### config.mk
export PLATFORM = sky130hd
export DESIGN_NAME = am_demodulator
export DESIGN_NICKNAME = d
export VERILOG_FILES = /design/src/rtl/am_demodulator.sv
export SDC_FILE = /design/constraint.sdc
export NUM_CORES = 1
export LEC_CHECK = 0
export ABC_AREA = 1
export CELL_PAD_IN_SITES_DETAIL_PLACEMENT = 1
export CELL_PAD_IN_SITES_GLOBAL_PLACEMENT = 2
export CORE_UTILIZATION = 36
export DETAILED_ROUTE_END_ITERATION = 10
export PLACE_DENSITY = 0.94
export SYNTH_ARGS = -nofsm -noshare
export SYNTH_HDL_FRONTEND = slang
export SYNTH_SLANG_ARGS = --single-unit
export TNS_END_PERCENT = 50
### constraint.sdc
create_clock -name i_clk -period 4.6 [get_ports i_clk]
set_input_delay 1.15 -clock i_clk [delete_from_list [all_inputs] [get_ports i_clk]]
set_output_delay 1.15 -clock i_clk [all_outputs]
set_load 0.01 [all_outputs]
### src/rtl/am_demodulator.sv
// am_demodulator: AM envelope detector with block-average DC (carrier level) removal.
// I/Q magnitude via alpha-max-plus-beta-min approximation, 4-stage valid-qualified pipeline.
module am_demodulator #(
    parameter int unsigned AVG_LOG2 = 8
) (
    input  logic               i_clk,
    input  logic               i_rst_n,
    input  logic               i_enable,
    input  logic               i_valid,
    input  logic signed [11:0] i_am_i,
    input  logic signed [11:0] i_am_q,
    output logic               o_valid,
    output logic signed [11:0] o_baseband,
    output logic        [11:0] o_magnitude,
    output logic        [11:0] o_dc_level,
    output logic               o_locked
);

    localparam int unsigned ACC_W = 12 + AVG_LOG2;

    // Absolute value saturated to 11 bits; -2048 maps to 2047.
    function automatic logic [10:0] abs_sat(input logic signed [11:0] x);
        logic [11:0] n;
        if (!x[11]) return x[10:0];
        if (x[10:0] == '0) return '1;
        n = 12'(-x);
        return n[10:0];
    endfunction

    logic              s1_valid;
    logic [10:0]       s1_ai;
    logic [10:0]       s1_aq;
    logic              s2_valid;
    logic [10:0]       s2_mx;
    logic [10:0]       s2_mn;
    logic              s3_valid;
    logic [11:0]       s3_mag;
    logic [11:0]       mag_c;
    logic [ACC_W-1:0]  acc;
    logic [ACC_W-1:0]  acc_sum;
    logic [AVG_LOG2-1:0] cnt;
    logic signed [12:0] diff;
    logic signed [11:0] bb_sat;

    // S1: rectify both components
    always_ff @(posedge i_clk) begin
        if (!i_rst_n) begin
            s1_valid <= 1'b0;
            s1_ai    <= '0;
            s1_aq    <= '0;
        end else if (!i_enable) begin
            s1_valid <= 1'b0;
        end else begin
            s1_valid <= i_valid;
            if (i_valid) begin
                s1_ai <= abs_sat(i_am_i);
                s1_aq <= abs_sat(i_am_q);
            end
        end
    end

    // S2: sort into larger and smaller component
    always_ff @(posedge i_clk) begin
        if (!i_rst_n) begin
            s2_valid <= 1'b0;
            s2_mx    <= '0;
            s2_mn    <= '0;
        end else if (!i_enable) begin
            s2_valid <= 1'b0;
        end else begin
            s2_valid <= s1_valid;
            if (s1_valid) begin
                s2_mx <= (s1_ai >= s1_aq) ? s1_ai : s1_aq;
                s2_mn <= (s1_ai >= s1_aq) ? s1_aq : s1_ai;
            end
        end
    end

    // Magnitude approximation: 15/16*max + 15/32*min with floor shifts
    always_comb begin
        mag_c = 12'(s2_mx) - 12'(s2_mx >> 4) + 12'(s2_mn >> 1) - 12'(s2_mn >> 5);
    end

    // S3: register magnitude
    always_ff @(posedge i_clk) begin
        if (!i_rst_n) begin
            s3_valid <= 1'b0;
            s3_mag   <= '0;
        end else if (!i_enable) begin
            s3_valid <= 1'b0;
        end else begin
            s3_valid <= s2_valid;
            if (s2_valid) s3_mag <= mag_c;
        end
    end

    // Running block sum and saturated DC-removed sample
    always_comb begin
        acc_sum = acc + {{AVG_LOG2{1'b0}}, s3_mag};
        diff    = $signed({1'b0, s3_mag}) - $signed({1'b0, o_dc_level});
        if (diff > 13'sd2047)
            bb_sat = 12'sd2047;
        else if (diff < -13'sd2048)
            bb_sat = -12'sd2048;
        else
            bb_sat = diff[11:0];
    end

    // DC estimator: block average over 2^AVG_LOG2 valid magnitudes
    always_ff @(posedge i_clk) begin
        if (!i_rst_n) begin
            acc        <= '0;
            cnt        <= '0;
            o_locked   <= 1'b0;
            o_dc_level <= '0;
        end else if (!i_enable) begin
            acc      <= '0;
            cnt      <= '0;
            o_locked <= 1'b0;
        end else if (s3_valid) begin
            if (cnt == '1) begin
                o_dc_level <= acc_sum[AVG_LOG2 +: 12];
                acc        <= '0;
                cnt        <= '0;
                o_locked   <= 1'b1;
            end else begin
                acc <= acc_sum;
                cnt <= cnt + 1'b1;
            end
        end
    end

    // S4: output register; the block's last sample still sees the previous DC and lock state
    always_ff @(posedge i_clk) begin
        if (!i_rst_n) begin
            o_valid     <= 1'b0;
            o_baseband  <= '0;
            o_magnitude <= '0;
        end else if (!i_enable) begin
            o_valid    <= 1'b0;
            o_baseband <= '0;
        end else begin
            o_valid <= s3_valid && o_locked;
            if (s3_valid) begin
                o_magnitude <= s3_mag;
                if (o_locked) o_baseband <= bb_sat;
            end
        end
    end

endmodule

* After elaboration in Yosys (flattened, before gate mapping)
Cells that the tools add are included.
** Storage, ports and cells
- Register bits :: 125
- Bits of input ports :: 28
** Cells by class
- Add/subtract/negate cells :: 8
- Order comparisons :: 3
- Equality and inequality tests :: 1
- Multiplexer cells :: 32
- Reductions and logical operators :: 11
** Operators by type and width (count)
- two-way mux 11 bit :: 10
- two-way mux 12 bit :: 2
- logical NOT 11 bit :: 2
- negation 11 bit :: 2
- adder 20 x 12 -> 20 bit :: 1
- two-way mux 20 bit :: 1
- two-way mux 1 bit :: 18
- AND reduction 2 bit :: 7
- greater-than comparator 13 x 12 -> 1 bit (second input constant) :: 1
- < comparator 13 x 12 -> 1 bit (second input constant) :: 1
- subtractor 12 x 12 -> 13 bit :: 1
- adder 12 x 10 -> 12 bit :: 1
- subtractor 11 x 7 -> 12 bit :: 1
- subtractor 12 x 6 -> 12 bit :: 1
- greater-or-equal comparator 11 bit :: 1
- adder 8 x 1 -> 8 bit (second input constant) :: 1
- equality test 8 bit (second input constant) :: 1
- two-way mux 8 bit :: 1
- AND reduction 3 bit :: 1
- logical AND 1 bit :: 1

* Logic depth before layout (Yosys ltp)
Gate-level depths: netlist (run 1).
- Depth after elaboration :: 10
- Depth in mapped cells :: 15
- Depth with buffers taken out :: 15

* Least setup slack after synthesis (run 1)
Ideal clock, no wire load.
- Path type :: register -> register
- Start point :: register s2_mn[5]
- End point :: register s3_mag[8]
- Library setup time :: 116 ps
- Arrival :: 2670 ps
- Required time :: 4484 ps
- Path slack :: 1813 ps
- Cell stages (with the launch flop) :: 15
- Path buffers :: 0
- Clock period less this slack :: 2787 ps
- Path through :: dfxtp_1 > inv_1 > fa_1 > inv_1 > fa_1 > inv_1 > ha_1 > inv_1 > fa_1 > o21ai_0 > nand4_1 > nand3_1 > nand3_1 > o211ai_1 > inv_1
** On the way
- Longest elaborated chain between the ends :: 2
** RTL lines
- from (decl) :: line 35 : logic [10:0] s2_mn;
- from (signal assigned) :: line 74 : s2_mn <= (s1_ai >= s1_aq) ? s1_aq : s1_ai;
- adder 12 x 10 -> 12 bit :: line 81 : mag_c = 12'(s2_mx) - 12'(s2_mx >> 4) + 12'(s2_mn >> 1) - 12'(s2_mn >> 5);
- subtractor 12 x 6 -> 12 bit * :: line 81
- to (signal assigned) :: line 93 : if (s2_valid) s3_mag <= mag_c;
- to (decl) :: line 37 : logic [11:0] s3_mag;
Mark *: on every way between the ends. The rest lies on a longest branch, timed or not.
A chain may end at the register's enable or synchronous reset.

* Final worst setup path (run 1)
- Start point :: register s2_mx[4]
- End point :: register s3_mag[8]
** On the way
- Longest elaborated chain between the ends :: 3
** RTL lines
- from (decl) :: line 34 : logic [10:0] s2_mx;
- from (signal assigned) :: line 73 : s2_mx <= (s1_ai >= s1_aq) ? s1_ai : s1_aq;
- subtractor 11 x 7 -> 12 bit :: line 81
- adder 12 x 10 -> 12 bit :: line 81
- subtractor 12 x 6 -> 12 bit :: line 81
Every way passes these cells.

==> results.cfg, run 1 <==
[layout]
fin_cells = 1522
multi_input_area_um2 = 4780
stdcell_area_um2 = 9590
drive_above_1_share_pct = 7.97
n_antenna_cell = 0
seqCellArea_um2 = 2480
nFillCells = 2777
area_growth_pct = 17.8
nNetsFinal = 1331

[drt]
drtIter0Drc = 349
wirelength_um = 24400
postRouteAntennaNets = 0
route.detailed.drc = 5
wl_per_cell_um = 16.1
via_per_inst = 5.12
firstDrtPassIters = 8
vias = 7792

[synthesis]
synth.top_cells.by_area = dfxtp_1, nand2_1, ha_1
syn_area_um2 = 8140
synth_most_common_cell = nand2_1
ys.flop_type = dfxtp_1
yosysSeqAreaShare_pct = 30.5
synth_nets = 1277
synth_edf_count = 0
synth_seq_cells = 124
ys_types = 49
syn_inst = 1178
synth.top_cell.area_share_pct = 30.5
yosysTopAreaCell = dfxtp_1
synthArstFlopShare_pct = 0
syn_area_per_cell_um2 = 6.91
yosys_warnings = 0
ys_top_cells_by_count = nand2_1, inv_1, dfxtp_1

[pwr]
p_int_uw = 2130
p_clk_share_pct = 43.1
leakage_uw = 0.00430
p_sw_uw = 902
ir_drop_mv = 0.194
powerDensity_nw_per_um2 = 316
seqPwrFrac_pct = 36.8
combinationalPowerShare_pct = 20.2
swShare_pct = 29.7

[clock_tree]
clock_latency_ps = 420
hold_buffers = 0
cts_buffers = 17
post_cts_buffers = 0
cts_num_sinks = 124
h-tree-depth = 4
clk_pin_slew_ps = 50
cts-root-buf = clkbuf_16
cts.repair.resized = 0
cts_tree = done
cts_max_path_buffers = 2

[grt]
grt_pass1_wl_um = 41400
track_usage_pct = 22.2
grt_pass1_vias = 8162
grt.met3_usage_pct = 3.10
grt_use_met2_pct = 40.0
grt_max_degree = 26
grt_use_met1_pct = 27.4
overflow = 0
grt_antenna_before_repair = 0
grt.busiest_layer = met2

[timing]
fmax_ghz = 0.309
hold_slack_ps = 473
drv_slew = 0
setup_slack_ps = 1370
rsz0062_at_grt = false
hold_viol = 0
skew_ps = 12.6
finalSetupViolCount = 0
relSlewSlack_pct = 46.5
fin_setup_tns_ps = 0
finalCritPeriodShare_pct = 70.3
tightest_slew_ps = 802
post-route-min-period_ps = 3230

[critical_path]
end_kind = flip-flop
cp.required_ps = 4900
worstPathArrival_ps = 3540
crit_type = flip-flop to flip-flop
cp_max_fo = 3
reg2reg_setup_slack_ps = 1370
startpoint_type = flip-flop

[floorplanning]
dieArea_um2 = 23200
die_h_um = 152
start_util_pct = 37.0
placeableCoreArea_um2 = 22000
rows = 54
die_w_um = 152
io_pins = 66

[run]
maxCapViolCount = 0

[status]
violations = DRC
outcome = finished with violations

[place]
io_buffers = 65
post-place-ws_ps = 1100
place.gp.congestion = 0.842
hpwl_um = 18700
place_area_um2 = 9030
place_inst = 1493

[min_path]
hold_class = flip-flop to flip-flop
[stage by stage]
stage | utilization [%] | total power [µW]
final | 43.5 | 3030
after global routing | 43.5 | 3200
after CTS | 43.5 | 3060
after detailed placement | 41.0 | 1740
after global placement | 41.0 | 1710
after floorplan | - | 1580
[logic make-up (layout without fill, tap and decap cells)]
kind of cell | after synthesis | after routing | synth area share (%)
AO/OA/AOI/OAI | 217 | 217 | 15.3
XOR/XNOR | 25 | 25 | 2.69
adder cells (fa/ha/maj) | 71 | 71 | 12.4
buffers and inverters | 226 | 290 | 10.8
flip-flops | 124 | 124 | 30.5
AND/OR/NAND/NOR | 515 | 515 | 28.3
[layout by cell type, fill, tap and decap left out, types with 4 or more instances in the layout]
| cell | instances |
|---|---|
| ha_1 | 55 |
| nor2_1 | 101 |
| inv_2 | 6 |
| xnor2_1 | 7 |
| fa_1 | 16 |
| nand2_1 | 249 |
| o21ai_0 | 61 |
| a31oi_1 | 10 |
| nand2_2 | 15 |
| o21ai_1 | 6 |
| buf_4 | 7 |
| nand3_1 | 76 |
| nand4_1 | 33 |
| nor2_2 | 7 |
| o221ai_1 | 4 |
| nor3_1 | 11 |
| dfxtp_1 | 124 |
| clkbuf_16 | 17 |
| a21oi_2 | 15 |
| o21bai_1 | 5 |
| xor2_1 | 18 |
| o211ai_1 | 12 |
| nand2_4 | 4 |
| a21oi_1 | 94 |
| clkdlybuf4s50_1 | 65 |
| or2_2 | 5 |
| inv_1 | 179 |
[metal layers]
layer / share of wire [%] / up-vias
li1: - / 3935
met1: 46 / 3751
met2: 50 / 80
met3: 2.1 / 26
met4: 1.4 / 0
met5: 0 / -
[area by class of cell]
class,count,area share [%]
Multi-Input combinational cell,828,49.9
Clock inverter,7,0.965
Sequential cell,124,25.9
Tap cell,280,3.65
Timing Repair Buffer,72,7.33
Clock buffer,22,4.84
Inverter,189,7.48
[flip-flops by register name, summed over array words and instances, names as in the netlist]
signal and flops:
s2_mx 11, o_dc_level 12, s3_mag 12, s2_mn 10
s1_aq 11, s2_valid 1, s1_ai 11, o_locked 1
o_magnitude 12, s1_valid 1, o_valid 1, cnt 8
s3_valid 1, acc 20, o_baseband 12
[path summary, 6_finish.rpt]
kind / from / to / cells after the start
min reg2reg: s2_mn[1] / s2_mn[1] / 2
min: s2_mn[1] / s2_mn[1] / 2
max reg2reg: s2_mx[4] / s3_mag[8] / 14
max: s2_mx[4] / s3_mag[8] / 14
[critical path, cell delays in order, from the launching register on]
cell,delay [ps]
dfxtp_1,340
inv_1,110
fa_1,510
inv_1,50
fa_1,430
inv_1,70
ha_1,190
inv_1,100
fa_1,430
o21ai_0,350
nand4_1,170
nand3_1,120
nand3_1,100
o211ai_1,110
inv_1,60
[power by group through the flow]
stage / logic [µW] / registers, µW / clock network [µW]
finish: 612 / 1120 / 1310
global route: 706 / 1120 / 1380
CTS: 614 / 1120 / 1330
detailed placement: 602 / 1140 / 0
global placement: 575 / 1140 / 0
floorplan: 447 / 1130 / 0
Note: power is estimated with default switching activity, not from simulation.
==> run 2: changes to the inputs <==
CORE_UTILIZATION = 30   (was 36)
PLACE_DENSITY = 0.85   (was 0.94)
clock period = 2.8 ns   (was 4.6 ns; I/O delays follow)
==> results.cfg, run 2 (synthesis gave the netlist of run 1 again) <==
[timing]
tightest_slew_ps = 783
post-route-min-period_ps = 2790
hold_slack_ps = 469
finalSetupViolCount = 0
rsz0062_at_grt = true
drv_slew = 0
relSlewSlack_pct = 47.7
fmax_ghz = 0.359
hold_viol = 0
finalCritPeriodShare_pct = 99.6
skew_ps = 13.0

[drt]
postRouteAntennaNets = 0
wirelength_um = 25200
met2_length_um = 12300
via_per_inst = 4.89
top_layer = met4
firstDrtPassIters = 5
vias = 7864
wl_met1_um = 11900
wl_per_cell_um = 15.6
route.met3.wl_um = 574
drtIter0Drc = 431
route.detailed.drc = 0

[min_path]
hp-start = s2_mx[2]
hold_class = flip-flop to flip-flop

[layout]
layout_commonest_cell = nand2_1
nNetsFinal = 1361
drive_above_1_share_pct = 13.0
fin_cells = 1608
n_antenna_cell = 0
top_register = acc
area_growth_pct = 23.3
largest_reg_flops = 20
nFillCells = 3294
final_cell_mix = nand2_1, inv_1, dfxtp_1, nor2_1, a21oi_1

[floorplanning]
rows = 59
die_h_um = 167
io_pins = 66
start_util_pct = 30.9
dieArea_um2 = 27800
die_w_um = 167
placeableCoreArea_um2 = 26400

[grt]
track_usage_pct = 18.7
overflow = 0
grt_max_degree = 43
grt_pass1_wl_um = 41400
grt_antenna_before_repair = 0
grt_pass1_vias = 8129

[clock_tree]
cts_num_sinks = 124
cts-root-buf = clkbuf_16
cts_tree = done
clock_latency_ps = 430
cts_max_path_buffers = 2
cts_buffers = 17
h-tree-depth = 4
clk_pin_slew_ps = 60

[critical_path]
reg2reg_setup_slack_ps = 10
worstPathArrival_ps = 3100
reg2reg_from = s2_mx[4]
cp.required_ps = 3110
crit_type = flip-flop to flip-flop
startpoint = s2_mx[4]
startpoint_type = flip-flop
end_kind = flip-flop
cp_max_fo = 4

[pwr]
leakage_uw = 0.00447
powerDensity_nw_per_um2 = 512
ir_drop_mv = 0.326

[place]
io_buffers = 65
place_inst = 1575
hpwl_um = 19500
place.gp.congestion = 0.851

[run]
maxCapViolCount = 0

[status]
outcome = finished, final reports clean
## run 2: cell type report
type	count	area (µm²)	share of cell area, %
Clock inverter	10	91.3	0.910
Timing Repair Buffer	102	936	9.32
Inverter	189	722	7.19
Clock buffer	20	467	4.65
Tap cell	335	419	4.17
Multi-Input combinational cell	828	4920	49.0
Sequential cell	124	2480	24.8
## run 2: power by group
group          internal [µW]  total (µW)  switching, µW
Clock                   1280        2130            853
Combinational            465        1180            713
Sequential              1800        1830           29.6
## run 2: path summary, 6_finish.rpt
path	end	cells after the start
worst min register to register	s2_mx[2]	2
worst max-delay path	s3_mag[10]	14
worst max register to register	s3_mag[10]	14
worst min-delay path	s2_mx[2]	2
## run 2: metrics by stage
step	TNS, ps	setup slack, ps	instance area (µm²)	util (%)	total power, µW
detailed placement	-330	-124	9310	35.3	2890
global placement	-7.61	-7.61	9310	35.3	2860
global route	-475	-122	10000	38.1	5410
CTS	0	2.33	9900	37.6	5070
floorplan	0	13.4	8140	-	2590
finish	0	12.4	10000	38.1	5140
## run 2: layer usage
layer / up-vias / GRT usage, %
met4: 0 / 4.79
met5: - / 0
met3: 25 / 2.99
met1: 3765 / 23.3
li1: 3998 / -
met2: 76 / 33.1
## run 2: what timing repair did
action | in CTS | in global routing
gates resized for setup | 9 | 37
setup buffers | 1 | 2
pin swaps | 6 | 14
setup endpoints to repair | 8 | 9
hold buffers | 0 | 0
## run 2: worst max-delay path: stages, from the launching register on
cell and delay (ps):
dfxtp_2 330, inv_2 50, buf_4 130, fa_1 520, inv_1 50, fa_1 500
ha_4 330, buf_6 100, nand2_2 60, o21bai_1 180, nand2_1 120, nand4_1 100
nand3_1 80, o211ai_1 80, inv_1 50
==> run 3: changes to the inputs <==
CORE_UTILIZATION = 33   (was 30)
PLACE_DENSITY = 0.88   (was 0.85)
clock period = 3 ns   (was 2.8 ns; I/O delays follow)
==> results.cfg, run 3 (synthesis gave the netlist of run 1 again) <==
[layout]
multi_input_area_um2 = 4810
largest_reg_flops = 20
stdcell_area_um2 = 9820
layout_commonest_cell = nand2_1
top_register = acc
drive_above_1_share_pct = 9.88
n_antenna_cell = 0
final_util_pct = 40.5
area_growth_pct = 20.6
nFillCells = 3085
seqCellArea_um2 = 2480
final_cell_mix = nand2_1, inv_1, dfxtp_1, nor2_1, a21oi_1
nNetsFinal = 1341
fin_cells = 1579

[place]
place_area_um2 = 9180
io_buffers = 65
place_inst = 1547
hpwl_um = 19000
place.gp.congestion = 0.825

[drt]
postRouteAntennaNets = 0
route.detailed.drc = 0
vias = 7837
wirelength_um = 25000
via_per_inst = 4.96
wl_per_cell_um = 15.9
firstDrtPassIters = 5
drtIter0Drc = 399

[grt]
grt_max_degree = 43
track_usage_pct = 20.3
grt_pass1_vias = 8191
grt_pass1_wl_um = 41500
overflow = 0
grt_antenna_before_repair = 0

[critical_path]
reg2reg_setup_slack_ps = 170
crit_type = flip-flop to flip-flop
startpoint_type = flip-flop
cp_max_fo = 4
worstPathArrival_ps = 3140
cp.required_ps = 3310
end_kind = flip-flop

[timing]
skew_ps = 12.8
post-route-min-period_ps = 2830
relSlewSlack_pct = 44.9
hold_viol = 0
drv_slew = 0
finalCritPeriodShare_pct = 94.3
fin_setup_tns_ps = 0
fmax_ghz = 0.353
rsz0062_at_grt = false
tightest_slew_ps = 824
hold_slack_ps = 471
finalSetupViolCount = 0

[pwr]
ir_drop_mv = 0.260
powerDensity_nw_per_um2 = 495
leakage_uw = 0.00438

[clock_tree]
cts_tree = done
clock_latency_ps = 430
h-tree-depth = 4
cts-root-buf = clkbuf_16
cts_max_path_buffers = 2
cts_num_sinks = 124
cts_buffers = 17
clk_pin_slew_ps = 60
post_cts_buffers = 0
hold_buffers = 0

[floorplanning]
io_pins = 66
die_h_um = 159
rows = 57
start_util_pct = 33.6
die_w_um = 159
dieArea_um2 = 25300
placeableCoreArea_um2 = 24200

[status]
outcome = finished, final reports clean

[run]
maxCapViolCount = 0

[min_path]
hold_class = flip-flop to flip-flop
[run 3: critical path, stage by stage (launching register included)]
cell and delay (ps):
dfxtp_1 330, inv_1 60, fa_1 500, fa_1 520
inv_1 40, ha_1 350, a21oi_2 180, o21ai_0 100
buf_4 150, nand3_1 100, nand3_1 90, nand2_1 80
nand3_1 60, o211ai_1 90, inv_1 50
[run 3: area by class of cell]
| cell class | instances | share of cell area, % |
|---|---|---|
| multi-input combinational | 828 | 49.0 |
| sequential | 124 | 25.3 |
| timing repair buffer | 82 | 8.05 |
| inverter | 189 | 7.30 |
| clock buffer | 22 | 4.83 |
| tap | 324 | 4.13 |
| clock inverter | 10 | 1.40 |
[run 3: stage by stage]
step | worst slack (ps) | total power [µW]
finish | 171 | 4860
global route | 8.38 | 5110
floorplan | 213 | 2420
global placement | 127 | 2660
CTS | 36.9 | 4900
detailed placement | 64.3 | 2690
[run 3: path summary, 6_finish.rpt]
path	from	endpoint	depth (start not counted)
setup / recovery	s2_mx[2]	s3_mag[11]	14
setup reg to reg	s2_mx[2]	s3_mag[11]	14
hold / removal	s2_mn[3]	s2_mn[3]	2
hold reg to reg	s2_mn[3]	s2_mn[3]	2
[run 3: report_power, final]
group | total, µW | switching [µW] | internal, µW | leakage [µW]
logic | 976 | 612 | 364 | 0.00308
clock network | 2180 | 803 | 1370 | 0.000296
registers | 1710 | 28.6 | 1680 | 0.00100
[run 3: timing repair]
action,in CTS,in global routing
pin swaps,0,3
gates resized for setup,1,13
endpoints found under the setup margin,1,8
[run 3: routing by layer]
metal	vias up	global-route usage, %	part of all wire, %
met5	-	0	0
met4	0	5.59	1.5
met3	23	3.39	2.5
met2	107	36.4	50
met1	3750	25.1	46
li1	3957	-	-
